`src/rtl/seven_seg_scan_driver.sv`:
```
// Multiplexed N-digit seven-segment driver.
// A value is loaded through a valid/busy handshake. It is shown either as hex
// or as decimal. Decimal values go through a sequential double-dabble converter.
// The digits are scanned with a dead time at the start of each dwell, and the
// block supports leading-zero blanking and an overflow glyph.
//
// Handshake: a load is accepted on the clock edge where value_valid=1 and
// busy=0; value and dec_mode are captured on that edge. busy is high from the
// next cycle until the end of the commit cycle, and any value_valid seen while
// busy=1 is dropped rather than queued.
module seven_seg_scan_driver #(
    parameter int CLK_HZ     = 100_000_000,
    parameter int REFRESH_HZ = 1000,
    parameter int DIGITS     = 4,
    parameter int DATA_W     = 16,
    parameter int GHOST_CYC  = 16,
    parameter bit ACTIVE_LOW = 1'b1
) (
    input  logic              clk,
    input  logic              rst,
    input  logic [DATA_W-1:0] value,
    input  logic              value_valid,
    input  logic              dec_mode,
    input  logic              blank_lz,
    input  logic [DIGITS-1:0] dp_in,
    output logic              busy,
    output logic [DIGITS-1:0] an,
    output logic [6:0]        seg,
    output logic              dp
);

    // Number of decimal digits needed for the largest DATA_W-bit value.
    function automatic int bcd_nibbles(input int w);
        longint m;
        int     n;
        m = (longint'(1) << w) - 1;
        n = 0;
        while (m > 0) begin
            m = m / 10;
            n = n + 1;
        end
        return n;
    endfunction

    localparam int TICK  = CLK_HZ / REFRESH_HZ;
    localparam int CNT_W = (TICK > 1) ? $clog2(TICK) : 1;
    localparam int IDX_W = (DIGITS > 1) ? $clog2(DIGITS) : 1;
    localparam int BC_W  = (DATA_W > 1) ? $clog2(DATA_W) : 1;
    localparam int NIB   = bcd_nibbles(DATA_W);
    localparam int BW    = 4 * NIB;
    localparam int DW4   = 4 * DIGITS;

    typedef enum logic [1:0] {
        S_IDLE    = 2'd0,
        S_CONVERT = 2'd1,
        S_COMMIT  = 2'd2
    } state_t;

    // state is the observable FSM state for checkers
    state_t state;
    state_t state_next;

    logic              do_accept;
    logic              do_convert;
    logic              do_commit;

    logic [DATA_W-1:0] sh_q;
    logic [BW-1:0]     bcd_q;
    logic [BW-1:0]     bcd_adj;
    logic              dec_q;
    logic [BC_W-1:0]   bit_cnt;

    logic [DW4-1:0]    disp_q;
    logic              ovf_q;

    logic [DATA_W+DW4-1:0] hex_wide;
    logic [BW+DW4-1:0]     bcd_wide;
    logic [DW4-1:0]        commit_digits;
    logic                  commit_ovf;

    logic [CNT_W-1:0]  cnt_q;
    logic [CNT_W-1:0]  cnt_next;
    logic [IDX_W-1:0]  idx_q;
    logic [IDX_W-1:0]  idx_next;

    logic [DIGITS-1:0] blank_vec;
    logic [DIGITS-1:0] an_n;
    logic [6:0]        seg_n;
    logic              dp_n;
    logic [3:0]        cur_nib;
    logic              upper_zero;

    // Active-high glyphs, seg[0]=A .. seg[6]=G; b and d are lowercase.
    function automatic logic [6:0] hex_glyph(input logic [3:0] d);
        case (d)
            4'h0:    hex_glyph = 7'h3F;
            4'h1:    hex_glyph = 7'h06;
            4'h2:    hex_glyph = 7'h5B;
            4'h3:    hex_glyph = 7'h4F;
            4'h4:    hex_glyph = 7'h66;
            4'h5:    hex_glyph = 7'h6D;
            4'h6:    hex_glyph = 7'h7D;
            4'h7:    hex_glyph = 7'h07;
            4'h8:    hex_glyph = 7'h7F;
            4'h9:    hex_glyph = 7'h6F;
            4'hA:    hex_glyph = 7'h77;
            4'hB:    hex_glyph = 7'h7C;
            4'hC:    hex_glyph = 7'h39;
            4'hD:    hex_glyph = 7'h5E;
            4'hE:    hex_glyph = 7'h79;
            default: hex_glyph = 7'h71;
        endcase
    endfunction

    // FSM state register
    always_ff @(posedge clk or posedge rst) begin
        if (rst) state <= S_IDLE;
        else     state <= state_next;
    end

    // FSM next state: hex loads commit directly, decimal loads convert first
    always_comb begin
        state_next = state;
        case (state)
            S_IDLE:    if (value_valid) state_next = dec_mode ? S_CONVERT : S_COMMIT;
            S_CONVERT: if (bit_cnt == BC_W'(DATA_W - 1)) state_next = S_COMMIT;
            S_COMMIT:  state_next = S_IDLE;
            default:   state_next = S_IDLE;
        endcase
    end

    // FSM outputs: one strobe per datapath action
    always_comb begin
        do_accept  = 1'b0;
        do_convert = 1'b0;
        do_commit  = 1'b0;
        case (state)
            S_IDLE:    do_accept  = value_valid;
            S_CONVERT: do_convert = 1'b1;
            S_COMMIT:  do_commit  = 1'b1;
            default:   do_accept  = 1'b0;
        endcase
    end

    // Double-dabble correction: add 3 to every BCD nibble that is 5 or more
    always_comb begin
        bcd_adj = bcd_q;
        for (int n = 0; n < NIB; n++) begin
            if (bcd_q[4*n +: 4] >= 4'd5) bcd_adj[4*n +: 4] = bcd_q[4*n +: 4] + 4'd3;
        end
    end

    // Capture on accept, then shift {bcd, value} left once per convert cycle
    always_ff @(posedge clk or posedge rst) begin
        if (rst) begin
            sh_q    <= '0;
            bcd_q   <= '0;
            dec_q   <= 1'b0;
            bit_cnt <= '0;
        end else if (do_accept) begin
            sh_q    <= value;
            bcd_q   <= '0;
            dec_q   <= dec_mode;
            bit_cnt <= '0;
        end else if (do_convert) begin
            {bcd_q, sh_q} <= {bcd_adj[BW-2:0], sh_q, 1'b0};
            bit_cnt       <= bit_cnt + BC_W'(1);
        end
    end

    // Digits that fit the display, and whether anything was left over above them
    assign hex_wide      = {{DW4{1'b0}}, sh_q};
    assign bcd_wide      = {{DW4{1'b0}}, bcd_q};
    assign commit_digits = dec_q ? bcd_wide[DW4-1:0] : hex_wide[DW4-1:0];
    assign commit_ovf    = dec_q ? (|bcd_wide[BW+DW4-1:DW4]) : (|hex_wide[DATA_W+DW4-1:DW4]);

    // Display registers and overflow flag change together in the commit cycle
    always_ff @(posedge clk or posedge rst) begin
        if (rst) begin
            disp_q <= '0;
            ovf_q  <= 1'b0;
        end else if (do_commit) begin
            disp_q <= commit_digits;
            ovf_q  <= commit_ovf;
        end
    end

    // Next dwell count and digit index; the output flops are aligned to these
    always_comb begin
        idx_next = idx_q;
        if (cnt_q == CNT_W'(TICK - 1)) begin
            cnt_next = '0;
            idx_next = (idx_q == IDX_W'(DIGITS - 1)) ? '0 : idx_q + IDX_W'(1);
        end else begin
            cnt_next = cnt_q + CNT_W'(1);
        end
    end

    // Scan counters run freely and are never disturbed by loads
    always_ff @(posedge clk or posedge rst) begin
        if (rst) begin
            cnt_q <= '0;
            idx_q <= '0;
        end else begin
            cnt_q <= cnt_next;
            idx_q <= idx_next;
        end
    end

    // Leading-zero blanking: digit i>0 blanks when it and every higher digit is zero
    always_comb begin
        blank_vec  = '0;
        upper_zero = 1'b1;
        for (int i = DIGITS - 1; i >= 0; i--) begin
            upper_zero   = upper_zero & (disp_q[4*i +: 4] == 4'd0);
            blank_vec[i] = (i != 0) && upper_zero && blank_lz && !ovf_q;
        end
    end

    // Active-high view of the pins for the upcoming cycle
    always_comb begin
        cur_nib = disp_q[4*int'(idx_next) +: 4];
        an_n    = '0;
        if (cnt_next >= CNT_W'(GHOST_CYC) && !blank_vec[idx_next]) an_n[idx_next] = 1'b1;
        if (ovf_q) begin
            seg_n = 7'h40;
            dp_n  = 1'b0;
        end else if (blank_vec[idx_next]) begin
            seg_n = 7'h00;
            dp_n  = 1'b0;
        end else begin
            seg_n = hex_glyph(cur_nib);
            dp_n  = dp_in[idx_next];
        end
    end

    // Registered pins; polarity is applied only here
    always_ff @(posedge clk or posedge rst) begin
        if (rst) begin
            an   <= {DIGITS{ACTIVE_LOW}};
            seg  <= {7{ACTIVE_LOW}};
            dp   <= ACTIVE_LOW;
            busy <= 1'b0;
        end else begin
            an   <= ACTIVE_LOW ? ~an_n  : an_n;
            seg  <= ACTIVE_LOW ? ~seg_n : seg_n;
            dp   <= ACTIVE_LOW ? ~dp_n  : dp_n;
            busy <= (state_next != S_IDLE);
        end
    end

endmodule

```
`config.mk`:
```
export PLATFORM = sky130hd
export DESIGN_NAME = seven_seg_scan_driver
export DESIGN_NICKNAME = d
export VERILOG_FILES = /design/src/rtl/seven_seg_scan_driver.sv
export SDC_FILE = /design/constraint.sdc
export NUM_CORES = 1
export LEC_CHECK = 0
export ABC_AREA = 1
export BUFFER_PORTS_ARGS = -buffer_cell sky130_fd_sc_hd__buf_4
export CAP_MARGIN = 25
export CORE_MARGIN = 1.5
export CORE_UTILIZATION = 40
export DETAILED_ROUTE_END_ITERATION = 8
export GPL_TIMING_DRIVEN = 0
export PLACE_DENSITY_LB_ADDON = 0.05
export SETUP_SLACK_MARGIN = 0.15
export SYNTH_ARGS = -nofsm -noshare
export SYNTH_HDL_FRONTEND = slang
export SYNTH_SLANG_ARGS = --single-unit
```
`constraint.sdc`:
```
create_clock -name clk -period 7.8 [get_ports clk]
set_clock_uncertainty 0.2 [all_clocks]
set_input_delay 1.56 -clock clk [delete_from_list [all_inputs] [get_ports clk]]
set_output_delay 1.56 -clock clk [all_outputs]
set_load 0.005 [all_outputs]
```
==> impl_metrics.csv <==
group,metric,value,unit
power,p_per_area,329.6,nW/um^2
floorplanning,pin_count,38,
clocking,cts_setup_buffers,0,
floorplanning,core_area,12570,sq um
finish,regArea,2317,sq um
placed_design,hpwlAfterDp,9176,microns
logic_synthesis,synthXorXnorAreaFrac,1.190,%
critical_path,cpMaxStageDelayCell,"clkbuf_1",
logic_synthesis,synthSimpleGateAreaFrac,25.94,%
global_routing,grt_antenna_before_repair,0,
sta,maxSlewViolCount,0,
sta,grt_setup_unrepaired,"false",
critical_path,cp_max_fo,10,
critical_path,path_cells,"buf_4 -> nand3_1 -> nand2_1 -> clkbuf_1 -> o32ai_1",
global_routing,grt_util_all_layers,20.03,%
clocking,worstSkewPairLatency,0.35,ns
global_routing,grt_max_degree,73,
clocking,cts_buffers,9,
power,p_seq_share,37.6,%
hold_path,worstHoldStart,"cnt_q[0]",
critical_path,crit_buf_inv,2,
logic_synthesis,syn_nets,673,
logic_synthesis,yosysWarnings,0,
routing,initialDrtViolationCount,238,
logic_synthesis,synth_top_family_by_area,"simple AND/OR/NAND/NOR gates",
critical_path,cp_top_family,"simple AND/OR/NAND/NOR gates",
sta,max_freq,329.8,MHz
logic_synthesis,syn_area,5151,sq um
logic_synthesis,yosysUniqueCellTypes,40,
power,power.switching,788.6,uW
logic_synthesis,syn_area_per_cell,8.189,sq um
logic_synthesis,seq_area_frac_synth,44.98,%
clocking,clk_pin_slew_worst_paths,0.06,ns
power,power_frac_clock,22.3,%
critical_path,start_kind,"primary input",
routing,ant_nets,0,
power,swShare,40.15,%
routing,drtPass1Iterations,5,
clocking,ctsRootBufferMaster,"clkbuf_16",
critical_path,cp-end-kind,"flip-flop",
finish,num-fill-cells,1283,
critical_path,rr_worst_depth,18,
clocking,cts_tree,"yes",
routing,drc,0,
hold_path,hold_end,"cnt_q[0]",
finish,num_antenna_cells,0,
critical_path,r2r-start,"cnt_q[0]",
finish,drive_above_1_share,17.45,%
logic_synthesis,synth_top_cell_by_area,"dfrtp_1",
routing,wl_per_cell,14.40,microns
critical_path,r2r_slack,5.01,ns
sta,tightest_slew,0.5933,ns
power,leakage,0.002869,uW
floorplanning,start_util,40.99,%
clocking,cts_buffer_depth,2,
routing,viasPerCell,5.013,
logic_synthesis,synth.top_cell.area_share,38.86,%
global_routing,grt_pass1_vias,4278,
sta,hold_violations,0,
power,intPower,1176,uW
clocking,clock-sinks,92,
logic_synthesis,synthMuxAreaShare,0,%
global_routing,grt_pass1_wl,20830,microns
finish,final_cell_count_no_fill,854,
finish,multi_input_area,2332,sq um
logic_synthesis,synthTopCellsByArea,"dfrtp_1, nand2_1, inv_1, dfstp_2, o21ai_0",
global_routing,globalRouteOverflowTotal,0,
clocking,postCtsHoldBufs,0,
hold_path,hold_depth,1,
critical_path,worstSetupPathType,"primary input to flip-flop",
placed_design,routabilityCongestion,0.8220,
critical_path,crit_arrival,3.02,ns
floorplanning,chipWidth,116.5,microns
sta,relSlewSlack,60.45,%
sta,setup_viol,0,
critical_path,required,7.79,ns
placed_design,dpl.cell_count,839,
sta,fin_crit_sh,38.87,%
floorplanning,die_y,116.5,microns
outcome,outcome,"finished, final reports clean",
finish,final_net_count,722,
finish,synthToLayoutAreaGrowth,15.69,%
critical_path,slowest_delay,0.45,ns
critical_path,r2r_end,"seg[3]",
power,irDropWorstVdd,0.1577,mV
clocking,h-tree-depth,3,
sta,setup-tns-final,0,ns
floorplanning,dieArea,13570,sq um
floorplanning,rows,41,
power,power_frac_comb,40.1,%
critical_path,cp.depth,5,
sta,fin_crit,3.032,ns
placed_design,numPortBuffers,37,
logic_synthesis,synthCells,629,
logic_synthesis,synth_compound_area_share,13.53,%
job,drv_cap,0,
routing,wirelength,12300,microns
logic_synthesis,ys_seq_elements,92,
clocking,cts_resized,0,
routing,vias,4281,
hold_path,hp-class,"flip-flop to flip-flop",
logic_synthesis,synthAdderAreaFrac,4.615,%
==> how the worst max path moves through the flow <==
stage | startpoint | end
after floorplan | rst | bcd_q[0]
after global placement | rst | sh_q[6]
after detailed placement | value_valid | bcd_q[16]
after CTS | value_valid | bcd_q[16]
after global routing | value_valid | bcd_q[16]
final | value_valid | bcd_q[16]
==> power groups by stage <==
| stage | Combinational (uW) | Clock [uW] | Sequential [uW] |
|---|---|---|---|
| after global placement | 773 | 0 | 745 |
| after detailed placement | 788 | 0 | 746 |
| final | 788 | 438 | 738 |
| after global routing | 900 | 467 | 759 |
| after floorplan | 567 | 0 | 718 |
| after CTS | 791 | 448 | 739 |
==> kinds of logic after synthesis <==
| group | Yosys count |
|---|---|
| XOR/XNOR | 7 |
| AO/OA/AOI/OAI | 115 |
| flip-flops | 92 |
| adder cells (fa/ha/maj) | 19 |
| AND/OR/NAND/NOR | 270 |
| buffers and inverters | 126 |
==> layer usage <==
metal | GRT usage [%] | up-vias | part of all wire [%] | wire length, microns
met5 | 0 | - | 0 | 0
met1 | 25.46 | 2012 | 46 | 5684
met3 | 2.698 | 17 | 3.3 | 408
met4 | 8.130 | 0 | 2.0 | 246
met2 | 34.55 | 94 | 48 | 5955
li1 | - | 2158 | - | -
==> per-stage QoR <==
| step | worst slack, ns | power (uW) | hold slack (ns) | cell area [sq um] | util, % |
|---|---|---|---|---|---|
| after detailed placement | 4.406 | 1534 | 0.2791 | 5674 | 45.15 |
| after global routing | 4.650 | 2126 | 0.3104 | 5959 | 47.42 |
| after floorplan | 3.668 | 1285 | 0.2308 | 5151 | - |
| after global placement | 2.428 | 1518 | 0.2460 | 5644 | 44.91 |
| final | 4.768 | 1964 | 0.2755 | 5959 | 47.42 |
| after CTS | 4.771 | 1978 | 0.2874 | 5959 | 47.42 |
==> area by class of cell <==
class	instances	share of cell area, %
Tap cell	172	3.611
Clock buffer	13	4.199
Buffer	16	1.449
Sequential cell	92	38.88
Clock inverter	2	0.5879
Timing Repair Buffer	38	5.123
Inverter	110	7.012
Multi-Input combinational cell	411	39.14
==> layout by cell type, fill, tap and decap left out, types with 3 or more instances in the layout <==
cell	count
o22ai_1	22
dfrtp_1	80
o211ai_1	3
o21ai_0	50
o221ai_1	15
nand2_2	16
a21oi_1	10
nand3_1	48
nand2_1	115
dfstp_2	12
nor2_4	7
clkbuf_1	16
nor2_1	48
ha_1	19
xor2_1	7
o32ai_1	3
inv_2	5
nand4_1	9
o21ai_1	5
or2_2	3
buf_4	37
clkbuf_16	9
nor2_2	7
inv_1	101
nand2_4	5
nand3_2	3
==> Yosys cell counts, drive strengths merged <==
master and instances:
a21oi 11, a22oi 1, a31o 1, a31oi 2, buf 3, clkbuf 13, clkinv 2, dfrtp 80
dfstp 12, ha 19, inv 108, nand2 136, nand3 52, nand4 9, nor2 63, nor3 4
nor3b 1, nor4 2, o211ai 3, o21ai 55, o21bai 1, o221ai 15, o22ai 22, o2bb2ai 1
o32ai 3, or2 3, xor2 7
==> sequential cells by signal, summed over array words and instances, names as in the netlist <==
name,count
busy,1
sh_q,16
bcd_q,20
state,2
bit_cnt,4
idx_q,2
ovf_q,1
dec_q,1
an,4
seg,7
dp,1
cnt_q,17
disp_q,16
==> worst register-to-register path, delay by kind of cell (launching register included) <==
kind | cells | cell delay, ns
buffers and inverters | 3 | 0.32
flip-flops | 1 | 0.37
adder cells (fa/ha/maj) | 2 | 0.47
AND/OR/NAND/NOR | 13 | 1.34
Power figures use the tool's default switching activity.
